`src/rtl/lsu_bus_if.sv`:
```
// Data-bus channel between the load/store bridge (master) and the memory side (slave).
// Single outstanding request/grant/response; rvalid doubles as the write ack.
interface lsu_bus_if #(
    parameter int ADDR_W = 32
);
    logic              req;
    logic              gnt;
    logic              we;
    logic [ADDR_W-1:0] addr;
    logic [3:0]        be;
    logic [31:0]       wdata;
    logic              rvalid;
    logic [31:0]       rdata;

    modport master (
        output req, we, addr, be, wdata,
        input  gnt, rvalid, rdata
    );

    modport slave (
        input  req, we, addr, be, wdata,
        output gnt, rvalid, rdata
    );
endinterface

```
`src/rtl/lsu_bus_bridge.sv`:
```
// M-stage load/store bridge: lane steering, single-outstanding bus transaction, load extension.
// Define LSU_TIMEOUT_EN to abort REQ/WAIT after TIMEOUT_CYC cycles with a fault pulse.
module lsu_bus_bridge #(
    parameter int ADDR_W      = 32,
    parameter int TIMEOUT_CYC = 255
) (
    input  logic        clk,
    input  logic        rst,
    input  logic        i_m_read_en,
    input  logic        i_m_write_en,
    input  logic [2:0]  i_m_funct3,
    input  logic [31:0] i_m_addr,
    input  logic [31:0] i_m_wdata,
    output logic [31:0] o_m_memdata,
    output logic        o_ex_stall,
    output logic        o_fault,
    lsu_bus_if.master   bus
);
    // state  | meaning
    // IDLE   | waiting for an M-stage access
    // REQ    | bus request valid, waiting for grant
    // WAIT   | granted, waiting for rvalid
    // DONE   | completing instruction still held; ignore it for one cycle
    typedef enum logic [1:0] {S_IDLE, S_REQ, S_WAIT, S_DONE} state_t;

    state_t            state_q;
    logic              req_q;
    logic              we_q;
    logic              fault_q;
    logic [ADDR_W-1:0] addr_q;
    logic [3:0]        be_q;
    logic [31:0]       wdata_q;
    logic [31:0]       memdata_q;
    logic [2:0]        funct3_q;
    logic [1:0]        lane_q;

    logic              req_any;
    logic              legal_d;
    logic [3:0]        be_d;
    logic [31:0]       wdata_d;
    logic [31:0]       shifted_d;
    logic [31:0]       fmt_d;
    logic              timeout_d;

    assign req_any = i_m_read_en | i_m_write_en;

    always_comb begin
        legal_d = 1'b0;
        be_d    = 4'b0000;
        wdata_d = i_m_wdata;
        case (i_m_funct3)
            3'b000, 3'b100: begin
                legal_d = 1'b1;
                be_d    = 4'b0001 << i_m_addr[1:0];
                wdata_d = {4{i_m_wdata[7:0]}};
            end
            3'b001, 3'b101: begin
                legal_d = ~i_m_addr[0];
                be_d    = 4'b0011 << {i_m_addr[1], 1'b0};
                wdata_d = {2{i_m_wdata[15:0]}};
            end
            3'b010: begin
                legal_d = (i_m_addr[1:0] == 2'b00);
                be_d    = 4'b1111;
            end
            default: ;
        endcase
        if (i_m_read_en && i_m_write_en) begin
            legal_d = 1'b0;
        end
    end

    always_comb begin
        shifted_d = bus.rdata >> {lane_q, 3'b000};
        case (funct3_q)
            3'b000:  fmt_d = {{24{shifted_d[7]}}, shifted_d[7:0]};
            3'b001:  fmt_d = {{16{shifted_d[15]}}, shifted_d[15:0]};
            3'b100:  fmt_d = {24'h000000, shifted_d[7:0]};
            3'b101:  fmt_d = {16'h0000, shifted_d[15:0]};
            default: fmt_d = shifted_d;
        endcase
    end

`ifdef LSU_TIMEOUT_EN
    localparam int CNT_W = ($clog2(TIMEOUT_CYC + 1) > 8) ? $clog2(TIMEOUT_CYC + 1) : 8;
    localparam logic [CNT_W-1:0] TO_LAST = CNT_W'(TIMEOUT_CYC - 1);

    logic [CNT_W-1:0] cnt_q;

    assign timeout_d = ((state_q == S_REQ) || (state_q == S_WAIT)) && (cnt_q == TO_LAST);

    always_ff @(posedge clk or posedge rst) begin
        if (rst) begin
            cnt_q <= '0;
        end else if ((state_q == S_REQ) || (state_q == S_WAIT)) begin
            cnt_q <= cnt_q + 1'b1;
        end else begin
            cnt_q <= '0;
        end
    end
`else
    assign timeout_d = 1'b0;
`endif

    assign o_ex_stall = (state_q == S_REQ) || (state_q == S_WAIT) ||
                        ((state_q == S_IDLE) && req_any && legal_d);

    always_ff @(posedge clk or posedge rst) begin
        if (rst) begin
            state_q   <= S_IDLE;
            req_q     <= 1'b0;
            we_q      <= 1'b0;
            fault_q   <= 1'b0;
            addr_q    <= '0;
            be_q      <= 4'b0000;
            wdata_q   <= 32'h0;
            memdata_q <= 32'h0;
            funct3_q  <= 3'b000;
            lane_q    <= 2'b00;
        end else begin
            fault_q <= 1'b0;
            case (state_q)
                S_IDLE: begin
                    if (req_any && legal_d) begin
                        addr_q   <= {i_m_addr[ADDR_W-1:2], 2'b00};
                        we_q     <= i_m_write_en;
                        be_q     <= be_d;
                        wdata_q  <= wdata_d;
                        funct3_q <= i_m_funct3;
                        lane_q   <= i_m_addr[1:0];
                        req_q    <= 1'b1;
                        state_q  <= S_REQ;
                    end else if (req_any) begin
                        // Illegal access: go to DONE so the held instruction cannot re-fault.
                        fault_q   <= 1'b1;
                        memdata_q <= 32'h0;
                        state_q   <= S_DONE;
                    end
                end
                S_REQ: begin
                    if (bus.gnt) begin
                        req_q   <= 1'b0;
                        state_q <= S_WAIT;
                    end else if (timeout_d) begin
                        req_q     <= 1'b0;
                        fault_q   <= 1'b1;
                        memdata_q <= 32'h0;
                        state_q   <= S_DONE;
                    end
                end
                S_WAIT: begin
                    if (bus.rvalid) begin
                        if (!we_q) begin
                            memdata_q <= fmt_d;
                        end
                        state_q <= S_DONE;
                    end else if (timeout_d) begin
                        fault_q   <= 1'b1;
                        memdata_q <= 32'h0;
                        state_q   <= S_DONE;
                    end
                end
                default: state_q <= S_IDLE;
            endcase
        end
    end

    assign bus.req     = req_q;
    assign bus.we      = we_q;
    assign bus.addr    = addr_q;
    assign bus.be      = be_q;
    assign bus.wdata   = wdata_q;
    assign o_m_memdata = memdata_q;
    assign o_fault     = fault_q;
endmodule

```
`src/flat_wrapper.sv`:
```
// flat-port wrapper written by rule: the top's interface ports become plain ports
module lsu_bus_bridge_flat 
#(
    parameter int ADDR_W      = 32,
    parameter int TIMEOUT_CYC = 255
)
  (clk, rst, i_m_read_en, i_m_write_en, i_m_funct3, i_m_addr, i_m_wdata, o_m_memdata, o_ex_stall, o_fault, bus_req, bus_we, bus_addr, bus_be, bus_wdata, bus_gnt, bus_rvalid, bus_rdata);
  lsu_bus_if #(.ADDR_W(ADDR_W)) bus_i ();
  input  logic clk;
  input  logic rst;
  input  logic i_m_read_en;
  input  logic i_m_write_en;
  input  logic [2:0] i_m_funct3;
  input  logic [31:0] i_m_addr;
  input  logic [31:0] i_m_wdata;
  output logic [31:0] o_m_memdata;
  output logic o_ex_stall;
  output logic o_fault;
  output wire logic [$bits(bus_i.req)-1:0] bus_req;
  output wire logic [$bits(bus_i.we)-1:0] bus_we;
  output wire logic [$bits(bus_i.addr)-1:0] bus_addr;
  output wire logic [$bits(bus_i.be)-1:0] bus_be;
  output wire logic [$bits(bus_i.wdata)-1:0] bus_wdata;
  input wire logic [$bits(bus_i.gnt)-1:0] bus_gnt;
  input wire logic [$bits(bus_i.rvalid)-1:0] bus_rvalid;
  input wire logic [$bits(bus_i.rdata)-1:0] bus_rdata;
  assign bus_req = bus_i.req;
  assign bus_we = bus_i.we;
  assign bus_addr = bus_i.addr;
  assign bus_be = bus_i.be;
  assign bus_wdata = bus_i.wdata;
  assign bus_i.gnt = bus_gnt;
  assign bus_i.rvalid = bus_rvalid;
  assign bus_i.rdata = bus_rdata;
  lsu_bus_bridge #(.ADDR_W(ADDR_W), .TIMEOUT_CYC(TIMEOUT_CYC)) u_core (.clk(clk), .rst(rst), .i_m_read_en(i_m_read_en), .i_m_write_en(i_m_write_en), .i_m_funct3(i_m_funct3), .i_m_addr(i_m_addr), .i_m_wdata(i_m_wdata), .o_m_memdata(o_m_memdata), .o_ex_stall(o_ex_stall), .o_fault(o_fault), .bus(bus_i));
endmodule
```
`config.mk`:
```
export PLATFORM = sky130hd
export DESIGN_NAME = lsu_bus_bridge_flat
export DESIGN_NICKNAME = d
export VERILOG_FILES = /design/src/rtl/lsu_bus_if.sv /design/src/rtl/lsu_bus_bridge.sv /design/src/flat_wrapper.sv
export SDC_FILE = /design/constraint.sdc
export NUM_CORES = 1
export LEC_CHECK = 0
export CAP_MARGIN = 20
export CORE_MARGIN = 2
export CORE_UTILIZATION = 40
export CTS_CLUSTER_SIZE = 8
export DETAILED_ROUTE_END_ITERATION = 8
export PLACE_DENSITY = 0.81
export SYNTH_ARGS = -nofsm -noshare
export SYNTH_HDL_FRONTEND = slang
export SYNTH_SLANG_ARGS = --single-unit
```
`constraint.sdc`:
```
create_clock -name clk -period 2.98 [get_ports clk]
set_input_delay 0.298 -clock clk [delete_from_list [all_inputs] [get_ports clk]]
set_output_delay 0.298 -clock clk [all_outputs]
set_load 0.02 [all_outputs]
```
Yosys cells after proc, flatten, opt, wreduce, memory -nomap -nowiden. Cells that the tools add are included.

Flip-flop bits (word level): 108. Input bits: 105. Logic and storage cells: 70.

Equal/unequal tests: 16. Shift operators: 3. Mux-type cells: 21. Bitwise logic cells: 2. Reduce and logical (&&, ||, !) cells: 18.

Operator list (number): $mux W32 (4); $pmux W32 S2 (2); $pmux W32 S4 (1); $shr A32 B5 Y32 (1); $eq A3 B3 Y1 const B (4); $pmux W4 S3 (1); $ne A2 B2 Y1 const B (5); $mux W2 (4); $eq A3 B1 Y1 const B (2); $logic_not A3 Y1 (2); $mux W1 (6); $pmux W2 S3 (1); $reduce_and A3 Y1 (2); $reduce_and A5 Y1 (1); $logic_and A1 B1 Y1 (4); $logic_not A2 Y1 (2); $reduce_bool A2 Y1 (2); $reduce_or A2 Y1 (2); $shl A1 B2 Y4 const A (1); $shl A2 B2 Y4 const A (1); $eq A3 B2 Y1 const B (1); $ne A3 B2 Y1 const B (1); $pmux W1 S3 (1); $eq A2 B1 Y1 const B (1); 7 further kinds (8).

Depth between registers and ports, before layout.
Word-level depth: 7. Mapped depth: 8. Gate-level depth less buffers: 6.

Worst setup path after synthesis. Ideal clock, no wire load.

Path type: register -> register. From: register u_core.state_q[0]. To: register u_core.memdata_q[20] (netlist: u_core.o_m_memdata[20]). Setup time: 0.121 ns. Arrival: 1.729 ns. Data required time: 2.859 ns. Slack: 1.130 ns. Stages on the path, launching flop included: 9. Clock period less this slack: 1.850 ns. Cell sequence: dfrtp_1 inv_1 ha_1 nor3b_1 a21oi_1 and4_1 buf_2 buf_6 a22o_1.

Cells in the longest elaborated chain, start to end: 3.

Ends and longest elaborated chain: from (decl) (RTL line lsu_bus_bridge.sv:26) `state_t state_q;`; from (signal assigned) (RTL line lsu_bus_bridge.sv:110) `state_q <= S_IDLE;`; from (signal assigned) (RTL line lsu_bus_bridge.sv:132) `state_q <= S_REQ;`; from (signal assigned) (RTL line lsu_bus_bridge.sv:137) `state_q <= S_DONE;`; $eq A2 B2 Y1 or $logic_not A2 Y1 (tied branches) (RTL line lsu_bus_bridge.sv:122) `case (state_q)`; $ne A2 B2 Y1 (no line), or another cell as far along; $reduce_and A5 Y1 (no line); to (signal assigned) (RTL line lsu_bus_bridge.sv:154) `memdata_q <= fmt_d;`; to (decl) (RTL line lsu_bus_bridge.sv:33) `logic [31:0] memdata_q;`.

Several ways; a longest one is shown, not always the timed one. A chain may end at the register's enable or synchronous reset.

Worst setup path in the final report.
From: input port i_m_funct3[0]. To: output port o_ex_stall.

Cells in the longest elaborated chain, start to end: 6.

Ends and longest elaborated chain: from (decl) (RTL line flat_wrapper.sv:13) `input logic [2:0] i_m_funct3;`; $eq A3 B1 Y1, or another cell as far along (RTL line lsu_bus_bridge.sv:51) `case (i_m_funct3)`; $reduce_or A2 Y1 (RTL line lsu_bus_bridge.sv:51); $pmux W1 S3 (*) (RTL line lsu_bus_bridge.sv:51); $mux W1 (*) (RTL line lsu_bus_bridge.sv:68) `if (i_m_read_en && i_m_write_en) begin`; $logic_and A1 B1 Y1 (*) (RTL line lsu_bus_bridge.sv:106) `((state_q == S_IDLE) && req_any && legal_d);`; $logic_or A1 B1 Y1 (*) (RTL line lsu_bus_bridge.sv:105) `assign o_ex_stall = (state_q == S_REQ) || (state_q == S_WAIT) ||`; to (decl) (RTL line flat_wrapper.sv:17) `output logic o_ex_stall;`.

Mark *: on every way between the ends. The rest lies on a longest branch, timed or not.

==> results.json <==
{
  "grt.met2_usage_pct": 34.2,
  "relSlewSlack_pct": 43.3,
  "final_hold_viol_count": 0,
  "wl_per_cell_um": 17.5,
  "synth_area_sq_um": 5390,
  "r2r_setup_slack_ns": 0.68,
  "antenna_found_initial": 0,
  "maxSlewViolCount": 0,
  "hp-class": "in -> async",
  "layoutNonFillerInstCount": 831,
  "grt-ovfl-total": 0,
  "setup_tns_ns": 0,
  "antenna_cells": 0,
  "worst_slew_pin_slew_ns": 0.848,
  "io_buffers": 206,
  "dp.cells": 817,
  "busiest_layer": "met2",
  "holdBufCountCts": 0,
  "r2r_end": "u_core.o_m_memdata[27]$_DFFE_PP0P_",
  "async_flop_share_pct": 100,
  "synth_edf_count": 0,
  "clockBufferDepth": 2,
  "rr_worst_depth": 6,
  "cts_tree": "yes",
  "power_density_nw_per_um2": 1020,
  "cp-start-kind": "input pin",
  "setup_violations": 0,
  "post_cts_resized": 0,
  "start_util_pct": 40.9,
  "vias_per_cell": 5.20,
  "use_met1_pct": 25.7,
  "htreeDepth": 3,
  "p_clk_share_pct": 13.7,
  "drcViolationCount": 0,
  "routed_wl_um": 14500,
  "nNetsFinal": 761,
  "crit_slowest_cell": "clkdlybuf4s50_1",
  "post_dp_cell_area_sq_um": 7560,
  "grt_pass1_wl_um": 23400,
  "swShare_pct": 38.9,
  "reg2reg_from": "u_core.state_q[0]$_DFFE_PP0P_",
  "ios": 209,
  "numCtsBuffers": 9,
  "cpMostUsedCell": "clkdlybuf4s50_1",
  "cp_cell_sequence": "clkdlybuf4s50_1 -> nor4_4 -> o211ai_4 -> nand2b_1 -> clkdlybuf4s50_1",
  "drt_first_pass_iters": 4,
  "worstPathMaxFanout": 6,
  "die_area_sq_um": 14400,
  "netlist_instances": 461,
  "final_core_util_pct": 59.3,
  "cts_setup_buffers": 0,
  "drv_cap": 0,
  "irDropWorstVdd_uv": 479,
  "yosysWarnings": 0,
  "p_leak_nw": 3.48,
  "synth_cell_types": 43,
  "die_h_um": 120,
  "p_int_mw": 4.87,
  "skew_ns": 0.00870,
  "ant_nets": 0,
  "fin_crit_ns": 2.48,
  "rsz0062_at_grt": "no",
  "crit_family": "buffers and inverters",
  "synth-seq-cells": 108,
  "syn_to_final_growth_pct": 45.0,
  "yosysSeqAreaShare_pct": 50.1,
  "combPwrFrac_pct": 53.6,
  "p_sw_mw": 3.10,
  "core_area_sq_um": 13200,
  "fmaxAchievable_mhz": 403,
  "layout-drive-gt1-share_pct": 11.9,
  "gp_congestion": 0.869,
  "grt_pass1_vias": 4577,
  "gr-usage-met3_pct": 5.13,
  "clock-root-buffer": "clkbuf_16",
  "crit_arrival_ns": 2.18,
  "worst-setup-path-type": "in -> out",
  "numClockSinks": 108,
  "cpPeakStageDelay_ns": 0.60,
  "cp-end-kind": "output pin",
  "p_seq_share_pct": 32.7,
  "track_usage_pct": 20.5,
  "std_cell_rows": 42,
  "grt_max_degree": 109,
  "die-width_um": 120,
  "drt_iter0_drc": 224,
  "fillers": 1094,
  "num_vias": 4323,
  "hpwl_um": 10500,
  "clkTransAtPathRegs_ns": 0.07,
  "status": "finished clean",
  "synth_flop_cell": "dfrtp_1",
  "clock_latency_ns": 0.35,
  "final_cell_area_sq_um": 7820,
  "fin_crit_sh_pct": 83.2,
  "required_ns": 2.68,
  "crit_buf_inv": 2,
  "postSynthAreaPerCell_sq_um": 11.7
}
## sequential cells by signal, indices dropped and copies added, names as in the netlist
| name | cells |
|---|---|
| u_core.bus.wdata | 32 |
| u_core.o_m_memdata | 32 |
| u_core.bus.addr | 30 |
| u_core.bus.be | 4 |
| u_core.funct3_q | 3 |
| u_core.lane_q | 2 |
| u_core.state_q | 2 |
| u_core.bus.req | 1 |
| u_core.bus.we | 1 |
| u_core.o_fault | 1 |
## power groups by stage
stage	Combinational (mW)	Clock [mW]	Sequential [mW]
2_1_floorplan	1.82	0	3.25
3_3_place_gp	4.20	0	2.58
3_5_place_dp	4.29	0	2.61
4_1_cts	4.31	1.12	2.61
5_1_grt	4.56	1.17	2.70
6_report	4.27	1.09	2.61
## per-layer routing
layer	vias to the layer above	routed length, um	part of all wire [%]
li1	2025	-	-
met1	2113	6080	42
met2	165	7200	50
met3	20	993	6.8
met4	0	261	1.8
met5	-	0	0
## cell families after synthesis
kind of cell	after synthesis	synth area share, %
xor+xnor	1	0.162
fa+ha+maj	4	0.928
other cells	1	0.0695
flops	108	50.1
buf+inv	47	4.78
simple gates	89	7.59
mux	100	22.8
compound gates	111	13.6
## worst reg2reg max path: cells and delay by family, from the launching register on
kind / cells / cell delay, ns
flops: 1 / 0.42
fa+ha+maj: 1 / 0.47
compound gates: 2 / 0.48
simple gates: 2 / 0.78
buf+inv: 1 / 0.09
## worst max path at each step
stage	startpoint	endpoint	slack, ns	depth (start not counted)
finish	i_m_funct3[0]	o_ex_stall	0.50	5
global route	i_m_funct3[0]	o_ex_stall	0.42	5
CTS	i_m_funct3[0]	o_ex_stall	0.50	5
detailed placement	i_m_funct3[0]	o_ex_stall	0.50	5
global placement	i_m_funct3[0]	o_ex_stall	0.56	5
floorplan	u_core.state_q[0]$_DFFE_PP0P_	u_core.o_m_memdata[20]$_DFFE_PP0P_	1.13	8
## through the flow
step	setup slack [ns]	hold WS, ns	total power [mW]
after floorplan	1.13	0.398	5.07
after global placement	0.555	0.462	6.79
after detailed placement	0.503	0.470	6.91
after CTS	0.503	0.486	8.03
after global routing	0.423	0.495	8.43
final	0.500	0.435	7.97
## Yosys cell counts, drive strengths merged (4+ instances only)
master | number | area share, %
dfrtp | 108 | 50
nand2 | 57 | 4.0
mux2 | 51 | 13
mux2i | 48 | 8.9
o21ai | 38 | 3.5
a21oi | 24 | 2.2
buf | 22 | 3.0
a22o | 16 | 2.6
o2bb2ai | 14 | 2.3
inv | 13 | 0.90
nor2 | 13 | 0.90
clkbuf | 12 | 0.84
o211ai | 9 | 1.4
ha | 4 | 0.93
nor3b | 4 | 0.65
## layout make-up
class | instances | area, sq um | share of cell area, %
sequential | 108 | 2700 | 34.6
clock inverter | 4 | 28.8 | 0.368
clock buffer | 10 | 229 | 2.93
tap | 176 | 220 | 2.82
inverter | 13 | 52.6 | 0.672
multi-input combinational | 307 | 2440 | 31.3
timing repair buffer | 213 | 2140 | 27.4
## cell usage in the layout (no fill, tap or decap), drive strengths merged, types with 3 or more instances in the layout
master | synthesis | routed
nand2 | 57 | 57
dfrtp | 108 | 108
o211ai | 9 | 9
inv | 13 | 12
nand2b | 3 | 3
a22o | 16 | 16
a21oi | 24 | 24
nor2 | 13 | 13
clkinvlp | 0 | 3
clkdlybuf4s50 | 0 | 206
o31ai | 3 | 3
mux2i | 48 | 48
ha | 4 | 4
nor3b | 4 | 4
mux2 | 51 | 51
buf | 22 | 7
o2bb2ai | 14 | 14
o21ai | 38 | 38
clkbuf | 12 | 10
Note: power is estimated with default switching activity, not from simulation.
==> edit 1 (config.mk and constraints unchanged) <==
Register the output `o_fault` once more, with the module's reset; this adds one clock of latency there. The other outputs are not delayed to match.
--- a/src/rtl/lsu_bus_bridge.sv
+++ b/src/rtl/lsu_bus_bridge.sv
@@ -173,3 +173,9 @@
     assign o_m_memdata = memdata_q;
-    assign o_fault     = fault_q;
+    always_ff @(posedge clk or posedge rst) begin
+        if (rst) begin
+            o_fault <= '0;
+        end else begin
+            o_fault <= fault_q;
+        end
+    end
 endmodule
Behaviour: not the same (a bounded check fails within 4 cycles, from zero or initial values and one cycle with rst high).
==> edit 1 against the original RTL <==
Global-route usage about the same. Area after synthesis up 3.5%. Critical path depth did not move. Worst setup slack got worse by 0.026 ns. Sequential share of layout area fell by 0.81 points. Via count grew 8.0%. Sequential cell count rose by 1. Final area is 3.4% higher. Power rose by 5.9%. Maximum frequency down 1.0%. Routed wire length is 6.1% higher. Largest cell class unchanged. Largest power group unchanged.
==> edit 1: results (changes against the original RTL) <==
synth:
  synthDistinctLibCells: 41  # -4.7%
  synthTopCellsByCount: "109 x dfrtp_1, 80 x o21ai_0, 56 x nand2_1"
  synth.mux.area_fraction_pct: 20.59  # -2.2 points
  yosys.area_share.xor_xnor_pct: 0.1568  # -0.0056 points
  synth_fa_ha_area_share_pct: 0.8963  # -0.032 points
  synth_compound_gate_area_share_pct: 17.12  # +3.5 points
  ys_seq_area_share_pct: 48.85  # -1.3 points
  synth_area_leaders: "dfrtp_1 49%, mux2_4 10%, mux2i_1 7.3%"
  syn_avg_cell_area_um2: 10.93  # -6.6%
  syn_inst: 511  # +11%
global_routing:
  grt_pass1_vias: 4660  # +1.8%
  grt_use_total_pct: 20.49  # about the same
  grt_pass1_wl_um: 24030  # +2.6%
  grt_start_max_net_pins: 102  # -6.4%
place:
  place_area_um2: 7771  # +2.8%
  dpl.hpwl_um: 11200  # +6.4%
  place_ws_ns: 0.4745  # -0.02876 ns
  gp_congestion: 0.8339  # -4.0%
run_status:
  outcome: "complete, no violations"
timing:
  skew_ns: 0.01246  # +0.003762 ns
  hold_slack_ns: 0.3517  # -0.08321 ns
  period_needed_ns: 2.506  # +0.02607 ns
  slew_headroom_pct: 42.24  # -1.0 points
routing:
  post_drt_via_cell_ratio: 5.288  # +1.6%
  drt-pass1-iter-count: 7  # +3
  wl_um: 15420  # +6.1%
  drt_iter0_markers: 358  # +60%
cts:
  cts_buffer_depth: 2  # unchanged
power_and_ir_drop:
  power_leakage_nw: 3.571  # +2.7%
  ir_worst_vdd_uv: 482.3  # +0.75%
  fin_total_pwr_mw: 8.438  # +5.9%
layout:
  fin_nets: 807  # +6.0%
  final_cells: 883  # +6.3%
  drive_gt1_share_pct: 12.94  # +1.0 points
worst_setup_path:
  critPathArrivalTime_ns: 2.21  # +0.03 ns
  r2r_slack_ns: 0.79  # +0.11 ns
  critPathMaxFanout: 6  # unchanged
[edit 1: cell families (layout without fill, tap and decap cells)]
kind of cell    count (synthesis)  after routing
fa+ha+maj                       4              4
xor+xnor                        1              1
simple gates                   86             86
mux                            93             93
other cells                     1              2
compound gates                159            159
buf+inv                        58            249
flops                         109            109
[edit 1: where the power goes]
part | internal [mW] | switching [mW]
combinational | 2.22 | 2.36
clock | 0.683 | 0.560
sequential | 2.17 | 0.452
total | 5.07 | 3.37
[edit 1: final timing paths]
path | end
max in group asynchronous | u_core.bus.wdata[7]$_DFFE_PP0P_
min reg2reg | u_core.o_fault$_DFF_PP0_
min in group asynchronous | u_core.o_m_memdata[14]$_DFFE_PP0P_
min | u_core.o_fault$_DFF_PP0_
max | o_ex_stall
max reg2reg | u_core.o_m_memdata[12]$_DFFE_PP0P_
[edit 1: worst max-delay path, delay by kind of cell]
kind	cells	cell delay, ns
compound gates	1	0.16
simple gates	2	0.66
buf+inv	2	1.09
[edit 1: cell type report]
type	instances	area [µm²]
Clock inverter	6	70.07
Clock buffer	10	239.0
Fill cell	1166	5693
Timing Repair Buffer	218	2177
Inverter	15	60.06
Multi-Input combinational cell	345	2581
Sequential cell	109	2728
Tap cell	180	225.2
[edit 1: routing by layer]
metal / wire length [µm] / GRT usage, %
met5: 0 / 0
met2: 7450 / 32.44
met4: 298 / 7.615
met1: 6406 / 27.35
met3: 1267 / 4.916
==> edit 2 (same flow settings) <==
Made on the original files. The option `LSU_TIMEOUT_EN` is turned on by a define.
--- a/src/rtl/lsu_bus_bridge.sv
+++ b/src/rtl/lsu_bus_bridge.sv
@@ -2,2 +2,4 @@
 // Define LSU_TIMEOUT_EN to abort REQ/WAIT after TIMEOUT_CYC cycles with a fault pulse.
+`define LSU_TIMEOUT_EN
+
 module lsu_bus_bridge #(
Check against the original RTL: same outputs for any inputs over 4 cycles, from zero or initial values and one cycle with rst high; that may be too few to reach the edited logic, so the function may still have changed.
==> edit 2 against the original RTL <==
Routed wire length rose by 12%. Area after synthesis rose by 8.2%. Power rose by 15%. Global-route usage rose by 0.70 points. Sequential cell count rose by 8. Combinational power rose by 2%. Synthesized cell count rose by 8.0%. Worst setup slack got worse by 0.073 ns. Worst hold slack got worse by 0.023 ns. Sequential share of layout area fell by 0.65 points. Final area rose by 9.5%. Critical endpoint unchanged. Largest power group unchanged.
==> edit 2: results (changes against the original RTL) <==
global_routing:
  antenna_found_initial: 0  # unchanged
  grt_pass1_wl_um: 26190  # +12%
  grt_use_total_pct: 21.19  # +0.70 points
  grt_start_max_net_pins: 117  # +7.3%
  grt_pass1_vias: 4896  # +7.0%
timing:
  hold_slack_ns: 0.4118  # -0.02318 ns
  setup_slack_ns: 0.4270  # -0.07346 ns
  tightest_slew_ns: 0.9485  # +0.1004 ns
  fin_tns_setup_ns: 0  # unchanged
  skew_ns: 0.007936  # -0.0007614 ns
  slew_viol_final: 0  # unchanged
worst_setup_path:
  rr_startpoint: "u_core.state_q[1]$_DFFE_PP0P_"
  cpPeakStageDelay_ns: 0.62  # +0.02 ns
  reg2reg_depth: 6  # unchanged
  critPathArrivalTime_ns: 2.26  # +0.08 ns
  r2r_slack_ns: 0.82  # +0.14 ns
  worst_path_max_delay_cell: "clkdlybuf4s50_1"
  crit_end: "o_ex_stall"
  critPathMaxFanout: 12  # +6
  path_class: "register to primary output"
  r2r-end: "u_core.o_m_memdata[12]$_DFFE_PP0P_"
cts:
  path_clk_slew_ns: 0.05  # -0.02 ns
  cts_root_buffer: "clkbuf_16"
  cts_made_buffers: 17  # +8
  insertion_delay_ns: 0.41  # +0.06 ns
  ctsResizeCount: 0  # unchanged
  cts_max_level: 4  # +1
  cts_buffer_depth: 2  # unchanged
  post_cts_buffers: 0  # unchanged
place:
  gp_congestion: 0.8445  # -2.8%
  dp.cells: 860  # +5.3%
  place_area_um2: 7959  # +5.3%
  io_buffers: 206  # unchanged
  place_ws_ns: 0.5094  # +0.006072 ns
  dpl.hpwl_um: 11690  # +11%
power_and_ir_drop:
  ir_worst_vdd_uv: 614.1  # +28%
  power_leakage_nw: 3.820  # +9.8%
  power_switching_mw: 3.413  # +10%
synth:
  synthDistinctLibCells: 49  # +14%
  syn_avg_cell_area_um2: 11.72  # +0.17%
  ys_seq_area_share_pct: 49.74  # -0.37 points
  async_reset_ff_share_pct: 100.0  # unchanged
  synth_area_leaders: "dfrtp_1 50%, mux2_4 11%, mux2i_1 7.0%"
  yosys_warnings: 0  # unchanged
  synthTopCellsByCount: "116 x dfrtp_1, 54 x nand2_1, 46 x o21ai_0"
routing:
  wl_per_cell_um: 18.30  # +4.7%
  drt-pass1-iter-count: 5  # +1
  drt_iter0_markers: 339  # +51%
  post_drt_via_cell_ratio: 5.366  # +3.1%
run_status:
  outcome: "complete, no violations"
layout:
  n_fill_cell: 1196  # +9.3%
  drive_gt1_share_pct: 12.45  # +0.54 points
  diodes: 0  # unchanged
  fin_nets: 806  # +5.9%
  final_cells: 891  # +7.2%
hold_path:
  hold_class: "primary input to async pin"
## edit 2: power groups by stage
stage / combinational, mW / sequential [mW] / clock [mW]
3_5_place_dp: 4.37 / 2.73 / 0
3_3_place_gp: 4.27 / 2.71 / 0
5_1_grt: 4.64 / 2.82 / 2.20
6_report: 4.37 / 2.74 / 2.09
2_1_floorplan: 1.98 / 3.34 / 0
4_1_cts: 4.39 / 2.73 / 2.12
## edit 2: final cells by class
cell class                      count  area (µm²)  share of cell area (%)
Sequential cell                   116        2903                   33.92
Multi-Input combinational cell    339        2658                   31.06
Timing Repair Buffer              215        2142                   25.03
Clock buffer                       21       440.4                   5.147
Tap cell                          184       230.2                   2.690
Clock inverter                     10       157.7                   1.842
Inverter                            6       26.28                  0.3071
## edit 2: cells by family (layout without fill, tap and decap cells)
| group | count (synthesis) | after routing | share of synthesized area [%] |
|---|---|---|---|
| adders and majority gates | 6 | 6 | 1.286 |
| and+or+nand+nor | 113 | 113 | 9.562 |
| buffers and inverters | 44 | 252 | 4.931 |
| other | 1 | 2 | 0.06426 |
| muxes | 86 | 86 | 18.67 |
| AOI/OAI and AO/OA | 127 | 127 | 14.99 |
| xor gates and xnor gates | 5 | 5 | 0.7506 |
| DFF | 116 | 116 | 49.74 |
## edit 2: metal layers
layer	up-vias	GRT usage [%]	wire, µm
met2	226	34.33	7920
met1	2331	26.22	6689
met4	0	8.989	398
met5	-	0	0
met3	36	6.572	1297
li1	2188	-	-
## edit 2: worst max-delay path: cells and delay by family, from the launching register on
kind	cells	cell delay, ns
fa+ha+maj	1	0.49
buf+inv	2	0.72
flops	1	0.42
simple gates	1	0.21
